==> src/rtl/genie_merge_pkg.sv <==
// Shared types and pointer helpers for the genie_merge_rr merge node.
package genie_merge_pkg;

  typedef enum logic {IDLE, BUSY} state_t;

  // Pointer width never collapses to zero bits, even for a single stream.
  function automatic int ptr_w(input int ni);
    return (ni > 1) ? $clog2(ni) : 1;
  endfunction

  // Wrapping increment with an explicit compare, so non-power-of-2 NI wraps correctly.
  function automatic int next_ptr(input int p, input int ni);
    return (p == ni - 1) ? 0 : p + 1;
  endfunction

endpackage

==> src/rtl/genie_rr_arb.sv <==
// Combinational round-robin arbiter: masked double priority encoder starting at i_ptr.
module genie_rr_arb
  import genie_merge_pkg::*;
#(
  parameter  int NI = 2,
  localparam int PW = ptr_w(NI)
) (
  input  logic [NI-1:0] i_req,
  input  logic [PW-1:0] i_ptr,
  output logic [NI-1:0] o_gnt,
  output logic [PW-1:0] o_gnt_idx,
  output logic          o_any
);

  logic [NI-1:0] w_hi;

  always_comb begin
    // NOTE: every always_comb output gets a default first, so no path leaves it unassigned and no latch is inferred.
    w_hi = '0;
    for (int i = 0; i < NI; i++) w_hi[i] = i_req[i] && (i >= int'(i_ptr));
  end

  // Lowest request overall, then overridden by the lowest request at or above the pointer.
  always_comb begin
    o_gnt_idx = i_ptr;
    o_any     = |i_req;
    for (int i = NI - 1; i >= 0; i--) if (i_req[i]) o_gnt_idx = PW'(i);
    for (int i = NI - 1; i >= 0; i--) if (w_hi[i])  o_gnt_idx = PW'(i);
    o_gnt = '0;
    for (int i = 0; i < NI; i++) o_gnt[i] = o_any && (PW'(i) == o_gnt_idx);
  end

endmodule

==> src/rtl/genie_merge_rr.sv <==
// N-to-1 round-robin packet merge with grant held until end-of-packet.
// Optional GENIE_MERGE_OREG_EN adds a 2-entry skid buffer on the merged output.
module genie_merge_rr
  import genie_merge_pkg::*;
#(
  parameter  int NI = 2,
  parameter  int WD = 8,
  parameter  int WF = 4,
  localparam int PW = ptr_w(NI)
) (
  input  logic             clk,
  input  logic             reset,
  input  logic [NI*WD-1:0] i_data,
  input  logic [NI*WF-1:0] i_field,
  input  logic [NI-1:0]    i_eop,
  input  logic [NI-1:0]    i_valid,
  output logic [NI-1:0]    o_ready,
  output logic [WD-1:0]    o_data,
  output logic [WF-1:0]    o_field,
  output logic             o_eop,
  output logic             o_valid,
  input  logic             i_ready,
  output logic [PW-1:0]    o_owner
);

  state_t          r_state;
  logic [PW-1:0]   r_ptr;
  logic [PW-1:0]   r_owner;

  logic [NI-1:0]   w_arb_gnt;
  logic [PW-1:0]   w_arb_idx;
  logic            w_arb_any;
  logic [NI-1:0]   w_onehot;
  logic [WD-1:0]   w_sel_data;
  logic [WF-1:0]   w_sel_field;
  logic            w_sel_eop;
  logic            w_sel_valid;
  logic            w_up_ready;
  logic            w_xfer;

  genie_rr_arb #(.NI(NI)) u_arb (
    .i_req     (i_valid),
    .i_ptr     (r_ptr),
    .o_gnt     (w_arb_gnt),
    .o_gnt_idx (w_arb_idx),
    .o_any     (w_arb_any)
  );

  always_comb begin
    w_sel_data  = '0;
    w_sel_field = '0;
    w_sel_eop   = 1'b0;
    w_sel_valid = 1'b0;
    for (int k = 0; k < NI; k++) begin
      w_onehot[k] = (r_state == BUSY) ? (PW'(k) == r_owner) : w_arb_gnt[k];
      if (w_onehot[k]) begin
        w_sel_data  = i_data[WD*k +: WD];
        w_sel_field = i_field[WF*k +: WF];
        w_sel_eop   = i_eop[k];
        w_sel_valid = i_valid[k];
      end
    end
  end

  assign o_owner = (r_state == BUSY) ? r_owner : w_arb_idx;
  assign o_ready = w_onehot & {NI{w_up_ready}};
  assign w_xfer  = w_sel_valid && w_up_ready;

  always_ff @(posedge clk) begin
    if (reset) begin
      // NOTE: sequential state uses non-blocking assignments so all registers update from the same pre-edge values.
      r_state <= IDLE;
      r_ptr   <= '0;
      r_owner <= '0;
    end else begin
      case (r_state)
        IDLE: if (w_arb_any) begin
          if (w_xfer && w_sel_eop) begin
            r_ptr <= PW'(next_ptr(int'(w_arb_idx), NI));
          end else begin
            r_state <= BUSY;
            r_owner <= w_arb_idx;
          end
        end
        BUSY: if (w_xfer && w_sel_eop) begin
          r_state <= IDLE;
          r_ptr   <= PW'(next_ptr(int'(r_owner), NI));
        end
      endcase
    end
  end

`ifdef GENIE_MERGE_OREG_EN
  typedef struct packed {
    logic [WD-1:0] data;
    logic [WF-1:0] field;
    logic          eop;
  } beat_t;

  beat_t       r_buf [2];
  logic [1:0]  r_cnt;
  logic        w_pop;
  beat_t       w_in;

  assign w_in       = '{data: w_sel_data, field: w_sel_field, eop: w_sel_eop};
  assign w_up_ready = (r_cnt != 2'd2);
  assign w_pop      = o_valid && i_ready;
  assign o_valid    = (r_cnt != 2'd0);
  assign o_data     = r_buf[0].data;
  assign o_field    = r_buf[0].field;
  assign o_eop      = r_buf[0].eop;

  always_ff @(posedge clk) begin
    if (reset)                 r_cnt <= 2'd0;
    else if (w_xfer && !w_pop) r_cnt <= r_cnt + 2'd1;
    else if (w_pop && !w_xfer) r_cnt <= r_cnt - 2'd1;
  end

  // NOTE: buffer storage is not reset; r_cnt alone marks which entries hold valid beats.
  always_ff @(posedge clk) begin
    if (w_xfer && (r_cnt == 2'd0 || (r_cnt == 2'd1 && w_pop))) r_buf[0] <= w_in;
    else if (w_pop)                                             r_buf[0] <= r_buf[1];
    if (w_xfer && r_cnt == 2'd1 && !w_pop)                      r_buf[1] <= w_in;
  end
`else
  assign w_up_ready = i_ready;
  assign o_valid    = w_sel_valid;
  assign o_data     = w_sel_data;
  assign o_field    = w_sel_field;
  assign o_eop      = w_sel_eop;
`endif

endmodule

==> config.mk <==
export PLATFORM = sky130hd
export DESIGN_NAME = genie_merge_rr
export DESIGN_NICKNAME = d
export VERILOG_FILES = /design/src/rtl/genie_merge_pkg.sv /design/src/rtl/genie_rr_arb.sv /design/src/rtl/genie_merge_rr.sv
export SDC_FILE = /design/constraint.sdc
export NUM_CORES = 1
export LEC_CHECK = 0
export ABC_AREA = 1
export CORE_UTILIZATION = 29
export CTS_BUF_LIST = sky130_fd_sc_hd__clkbuf_16
export DETAILED_ROUTE_END_ITERATION = 8
export GPL_TIMING_DRIVEN = 1
export PLACE_DENSITY = 0.79
export SKIP_CTS_REPAIR_TIMING = 1
export SYNTH_ARGS = -nofsm -noshare
export SYNTH_HDL_FRONTEND = slang
export SYNTH_SLANG_ARGS = --single-unit
==> constraint.sdc <==
create_clock -name clk -period 2.85 [get_ports clk]
set_clock_uncertainty 0.05 [all_clocks]
set_input_delay 0.57 -clock clk [delete_from_list [all_inputs] [get_ports clk]]
set_output_delay 0.57 -clock clk [all_outputs]
set_load 0.02 [all_outputs]
==> results.yml, run 1 <==
timing:
  report.final.slew_viol_count: 0
  relSlewSlack_pct: 80.40
  rsz0062_at_grt: "false"
  fin_crit_ns: 2.759
  final_hold_viol_count: 0
  setup_violations: 0
  tightest_slew_ns: 0.2936
  timing.fmax_mhz: 362.4
  fin_crit_sh_pct: 96.81
grt:
  antenna_found_initial: 0
  grt.overflow.total: 0
  grt_max_degree: 20
  grt.total_usage_pct: 24.11
  grt_pass1_vias: 613
  grt_pass1_wl_um: 2677
run_status:
  status: "complete, no violations"
cts:
  clk_latency_ns: 0.22
  cts_tree: "yes"
  cts.root.buffer_cell: "clkbuf_16"
  numCtsBuffers: 3
  cts.clk_slew.worst_paths_ns: 0.03
  clk_path_buf_depth: 2
  h-tree-depth: 1
  cts.sinks: 3
finish:
  stdcell_area_um2: 1117
  final_cell_mix: "31 x clkdlybuf4s50_1, 16 x dlymetal6s2s_1, 12 x a32o_1, 10 x buf_4, 9 x nor2_1"
  stdcell_count: 136
  insertedDiodeCount: 0
  mostFrequentLayoutCell: "clkdlybuf4s50_1"
  final_layout_size_suffix_gt1_share_pct: 24.79
  nFillCells: 88
  nNetsFinal: 153
  area_delta_synth_final_pct: 152.3
drt:
  antenna_left: 0
  wl_um: 2206
  drtIter0Drc: 8
  via_per_inst: 5.162
  firstDrtPassIters: 4
  avgRoutedWirePerCell_um: 16.22
  vias: 702
  drcViolationCount: 0
power:
  ir_drop_v: 0.0005347
  pwr_density_cell_nw_per_um2: 462.2
  p_leak_nw: 0.6454
  power.total_uw: 516.4
synthesis:
  syn_area_per_cell_um2: 7.031
  synth_cell_types: 18
  ys_ff_latch: 3
  synthesis.instances: 63
  ys_seq_area_share_pct: 13.56
  synth.net_count: 94
  yosys_warnings: 0
  synth_area_um2: 442.9
floorplan:
  io_pins: 48
  die_w_um: 41.08
  initial_core_util_pct: 32.42
  core_area_um2: 1366
  die_area_um2: 1688
  die_height_um: 41.08
  rows: 13
worst_setup_path:
  endpoint_kind: "output pin"
  crit_start: "i_valid[1]"
  crit_required_ns: 2.23
  arrival_ns: 2.14
  reg2reg_setup_slack_ns: 1.26
  critPathKind: "primary input to output pin"
  r2r_start: "r_state$_SDFF_PP0_"
  path_max_fanout: 4
  cp-start-kind: "primary input"
placement:
  place_congestion: 0.7746
  place_hpwl_um: 1336
  placed_cell_area_um2: 993.5
  dpl.cell_count: 132
  place.port_buffers: 47
min_path:
  min-delay-start: "r_ptr$_SDFFE_PP0P_"
  hp-class: "flop to flop"
job:
  drv_cap: 0
[power by group]
group          internal (mW)  total (mW)  switching (mW)
clock network          0.181       0.220          0.0392
logic                  0.127       0.243           0.116
registers             0.0463      0.0527         0.00642
[worst max-delay path: stages]
cell             delay [ns]
clkdlybuf4s50_1        0.53
inv_2                  0.05
a21oi_2                0.11
nand2_2                0.10
a21oi_1                0.14
clkdlybuf4s50_1        0.63
[area by class of cell]
cell class	instances	area, um2	share of cell area [%]
timing repair buffer	57	585.6	52.41
multi-input combinational	50	347.8	31.13
clock buffer	3	75.07	6.719
sequential	3	60.06	5.375
inverter	7	26.28	2.352
tap	15	18.77	1.680
clock inverter	1	3.754	0.3359
[state kept, by name, summed over array words and instances (netlist names)]
name and count:
r_owner 1, r_state 1, r_ptr 1
[cell families (layout without fill, tap and decap cells)]
family,count (synthesis),after routing,synth area share (%)
AO/OA/AOI/OAI,15,15,31.36
buffers and inverters,10,68,9.038
flip-flops,3,3,13.56
AND/OR/NAND/NOR,35,35,46.05
[through the flow]
step                setup WS, ns  setup TNS (ns)  hold WS (ns)  utilization, %
floorplan                 0.9085               0        0.4417               -
global placement        -0.06107         -0.7407        0.4637           72.71
detailed placement      -0.07803         -0.9356        0.4768           72.71
CTS                     -0.09938          -1.258        0.5131           78.48
global route             0.01573               0        0.5301           81.78
finish                   0.09086               0        0.5051           81.78
[synthesized netlist by cell type]
cell      instances  area (um2)
a21oi_1           1       5.000
a21oi_2           1       8.760
a32o_1           12       120.1
buf_1             1       3.750
buf_2             2       10.01
dfxtp_1           3       60.06
inv_1             4       15.01
inv_2             3       11.26
nand2_1           8       30.03
nand2_2           6       37.54
nand2_4           4       45.04
nand3_1           2       10.01
nand3_2           2       20.02
nand3b_1          2       15.01
nand4_1           1       6.260
nor2_1            9       33.78
nor2_2            1       6.260
o21ai_0           1       5.000
[worst paths after layout]
kind                                      endpoint  cells past startpoint
worst min register to register  r_ptr$_SDFFE_PP0P_                      2
worst max register to register  r_state$_SDFF_PP0_                      8
worst min-delay path            r_ptr$_SDFFE_PP0P_                      2
worst max-delay path                    o_ready[1]                      6
[layer usage]
metal  routed length, um  global-route usage [%]  part of all wire [%]
met3                  60                   4.891                   2.7
met2                1282                   42.58                    58
met4                   0                   5.000                     0
met5                   0                       0                     0
met1                 863                   29.49                    39
Power figures use the tool's default switching activity.
==> run 2, diff against run 1 <==
Settings changed: CORE_MARGIN set to 5, CORE_UTILIZATION 29 to 30, PLACE_DENSITY 0.79 to 0.8, SYNTH_HIERARCHICAL set to 1.
==> results.yml, run 2 <==
synthesis:
  synth.net_count: 126
  yosys_warnings: 6
  synthTopCellsByCount: "25 x inv_1, 24 x nand2_1, 13 x o21ai_0"
  synth_most_common_cell: "inv_1"
  ys_ff_latch: 3
  async_flop_share_pct: 0
  synth_top_area_share_pct: 20.49
  synth_cell_types: 13
  synth_area_um2: 457.9
  synth.area.top_cells: "inv_1 20%, nand2_1 20%, o21ai_0 14%"
  synth_edf_count: 0
  ys.flop_type: "dfxtp_1"
  synth_top_area_cell: "inv_1"
  syn_area_per_cell_um2: 4.820
  synthesis.instances: 95
  ys_seq_area_share_pct: 13.11
timing:
  fin_crit_sh_pct: 93.99
  report.final.slew_viol_count: 0
  rsz0062_at_grt: "false"
  tightest_slew_ns: 0.3203
  final_hold_viol_count: 0
  fin_crit_ns: 2.679
  relSlewSlack_pct: 78.42
  setup_tns_ns: 0
  layout_setup_ws_ns: 0.1713
  timing.fmax_mhz: 373.3
  setup_violations: 0
cts:
  clk_latency_ns: 0.22
  cts_tree: "yes"
  cts.sinks: 3
  h-tree-depth: 1
  numCtsBuffers: 3
  cts.clk_slew.worst_paths_ns: 0.03
  clk_path_buf_depth: 2
  cts.root.buffer_cell: "clkbuf_16"
finish:
  insertedDiodeCount: 0
  stdcell_area_um2: 1137
  nNetsFinal: 186
  mostFrequentLayoutCell: "clkdlybuf4s50_1"
  nFillCells: 105
  reg.largest.list: "r_owner: 1 flops, r_ptr: 1 flops, r_state: 1 flops"
  final_layout_size_suffix_gt1_share_pct: 11.04
  final_cell_mix: "30 x clkdlybuf4s50_1, 26 x inv_1, 24 x nand2_1, 17 x dlymetal6s2s_1, 13 x o21ai_0"
  area_delta_synth_final_pct: 148.4
power:
  p_leak_nw: 0.7564
  pwr_density_cell_nw_per_um2: 434.9
  p_int_uw: 344.0
  ir_drop_v: 0.0005059
  power_switching_share_pct: 30.46
  power_switching_uw: 150.7
  power_frac_seq_pct: 10.1
  combPwrFrac_pct: 46.3
  p_clk_share_pct: 43.6
job:
  drv_cap: 0
run_status:
  status: "complete, no violations"
grt:
  grt_pass1_wl_um: 3077
  antenna_found_initial: 0
  grt.overflow.total: 0
  grt_max_degree: 18
  grt_pass1_vias: 712
  grt.total_usage_pct: 16.18
worst_setup_path:
  slowest_delay_ns: 0.52
  critPathKind: "primary input to output pin"
  arrival_ns: 2.06
  path_max_fanout: 12
  cp_common_cell: "inv_1"
  worstPathCellList: "clkdlybuf4s50_1 > inv_1 > a21oi_1 > inv_1 > nand2_1 > nand3_1 > buf_4 > o21ai_0 > dlymetal6s2s_1"
  cp-start-kind: "primary input"
  critPathTopFamily: "buffers and inverters"
  critPathSlowestCell: "clkdlybuf4s50_1"
  critPathBufInv: 5
  endpoint_kind: "output pin"
  crit_required_ns: 2.23
placement:
  placed_cell_area_um2: 1016
  place_congestion: 0.7989
  place.port_buffers: 47
  preCtsSetupSlack_ns: -0.2264
  place_hpwl_um: 1533
drt:
  wl_um: 1967
  drtIter0Drc: 21
  vias: 751
  via_per_inst: 4.418
  antenna_left: 0
  drcViolationCount: 0
  firstDrtPassIters: 4
  avgRoutedWirePerCell_um: 11.57
floorplan:
  die_w_um: 49.07
  initial_core_util_pct: 31.12
  die_area_um2: 2408
  rows: 14
  die_height_um: 49.07
  core_area_um2: 1471
  io_pins: 48
min_path:
  hp-class: "flop to flop"
==> run 2: cell count changes after synthesis, sizes merged, moves of 9 or more <==
cell,delta
a32o,-12
inv,+18
o21ai,+12
nand2,+9
==> run 2: cell type report <==
type / count / area [um2] / share of cell area [%]
Multi-Input combinational cell: 65 / 296.5 / 26.07
Inverter: 25 / 93.84 / 8.251
Sequential cell: 3 / 60.06 / 5.281
Tap cell: 16 / 20.02 / 1.760
Timing Repair Buffer: 57 / 588.1 / 51.71
Clock inverter: 1 / 3.754 / 0.3300
Clock buffer: 3 / 75.07 / 6.601
==> run 2: path summary, 6_finish.rpt <==
| path | from | endpoint | slack, ns | cells after the start |
|---|---|---|---|---|
| setup / recovery | i_valid[0] | o_data[7] | 0.17 | 9 |
| hold / removal | r_owner$_SDFFE_PP0P_ | r_owner$_SDFFE_PP0P_ | 0.51 | 2 |
| setup reg to reg | r_ptr$_SDFFE_PP0P_ | r_ptr$_SDFFE_PP0P_ | 1.03 | 12 |
| hold reg to reg | r_owner$_SDFFE_PP0P_ | r_owner$_SDFFE_PP0P_ | 0.51 | 2 |
==> run 2: kinds of logic (layout without fill, tap and decap cells) <==
family	after synthesis	after routing	share of synthesized area, %
AO/OA/AOI/OAI	18	18	19.67
AND/OR/NAND/NOR	47	47	45.08
buffers and inverters	27	86	22.13
flip-flops	3	3	13.12
==> run 2: per-layer routing <==
| layer | GRT usage (%) | vias to the layer above | routed length [um] |
|---|---|---|---|
| met5 | 0 | - | 0 |
| met4 | 2.691 | 0 | 0 |
| met3 | 4.587 | 0 | 120 |
| met2 | 33.48 | 28 | 1155 |
| met1 | 15.12 | 315 | 691 |
| li1 | - | 408 | - |
==> run 2: stage by stage <==
stage | hold slack, ns | cells | utilization (%) | total power, mW
2_1_floorplan | 0.4214 | 95 | - | 0.1519
3_3_place_gp | 0.4344 | 166 | 69.05 | 0.2825
3_5_place_dp | 0.4518 | 166 | 69.05 | 0.2848
4_1_cts | 0.5246 | 170 | 74.40 | 0.5072
5_1_grt | 0.5560 | 170 | 77.30 | 0.5222
6_report | 0.5053 | 170 | 77.30 | 0.4946
==> run 2: power by group through the flow <==
stage	logic, mW	clock network (mW)	registers [mW]
after CTS	0.238	0.219	0.0500
after floorplan	0.102	0	0.0498
final	0.229	0.216	0.0502
after global routing	0.247	0.224	0.0512
after detailed placement	0.234	0	0.0506
after global placement	0.232	0	0.0503
==> run 2: worst reg2reg max path, cell delays in order (launching register included) <==
cell	delay (ns)
dfxtp_1	0.40
inv_1	0.06
a21oi_1	0.17
nand2_2	0.12
nand2_4	0.18
inv_1	0.08
buf_4	0.13
nand2_1	0.05
nand3_1	0.08
nor2_2	0.16
nand3_1	0.12
nand2_1	0.08
nor2_1	0.04
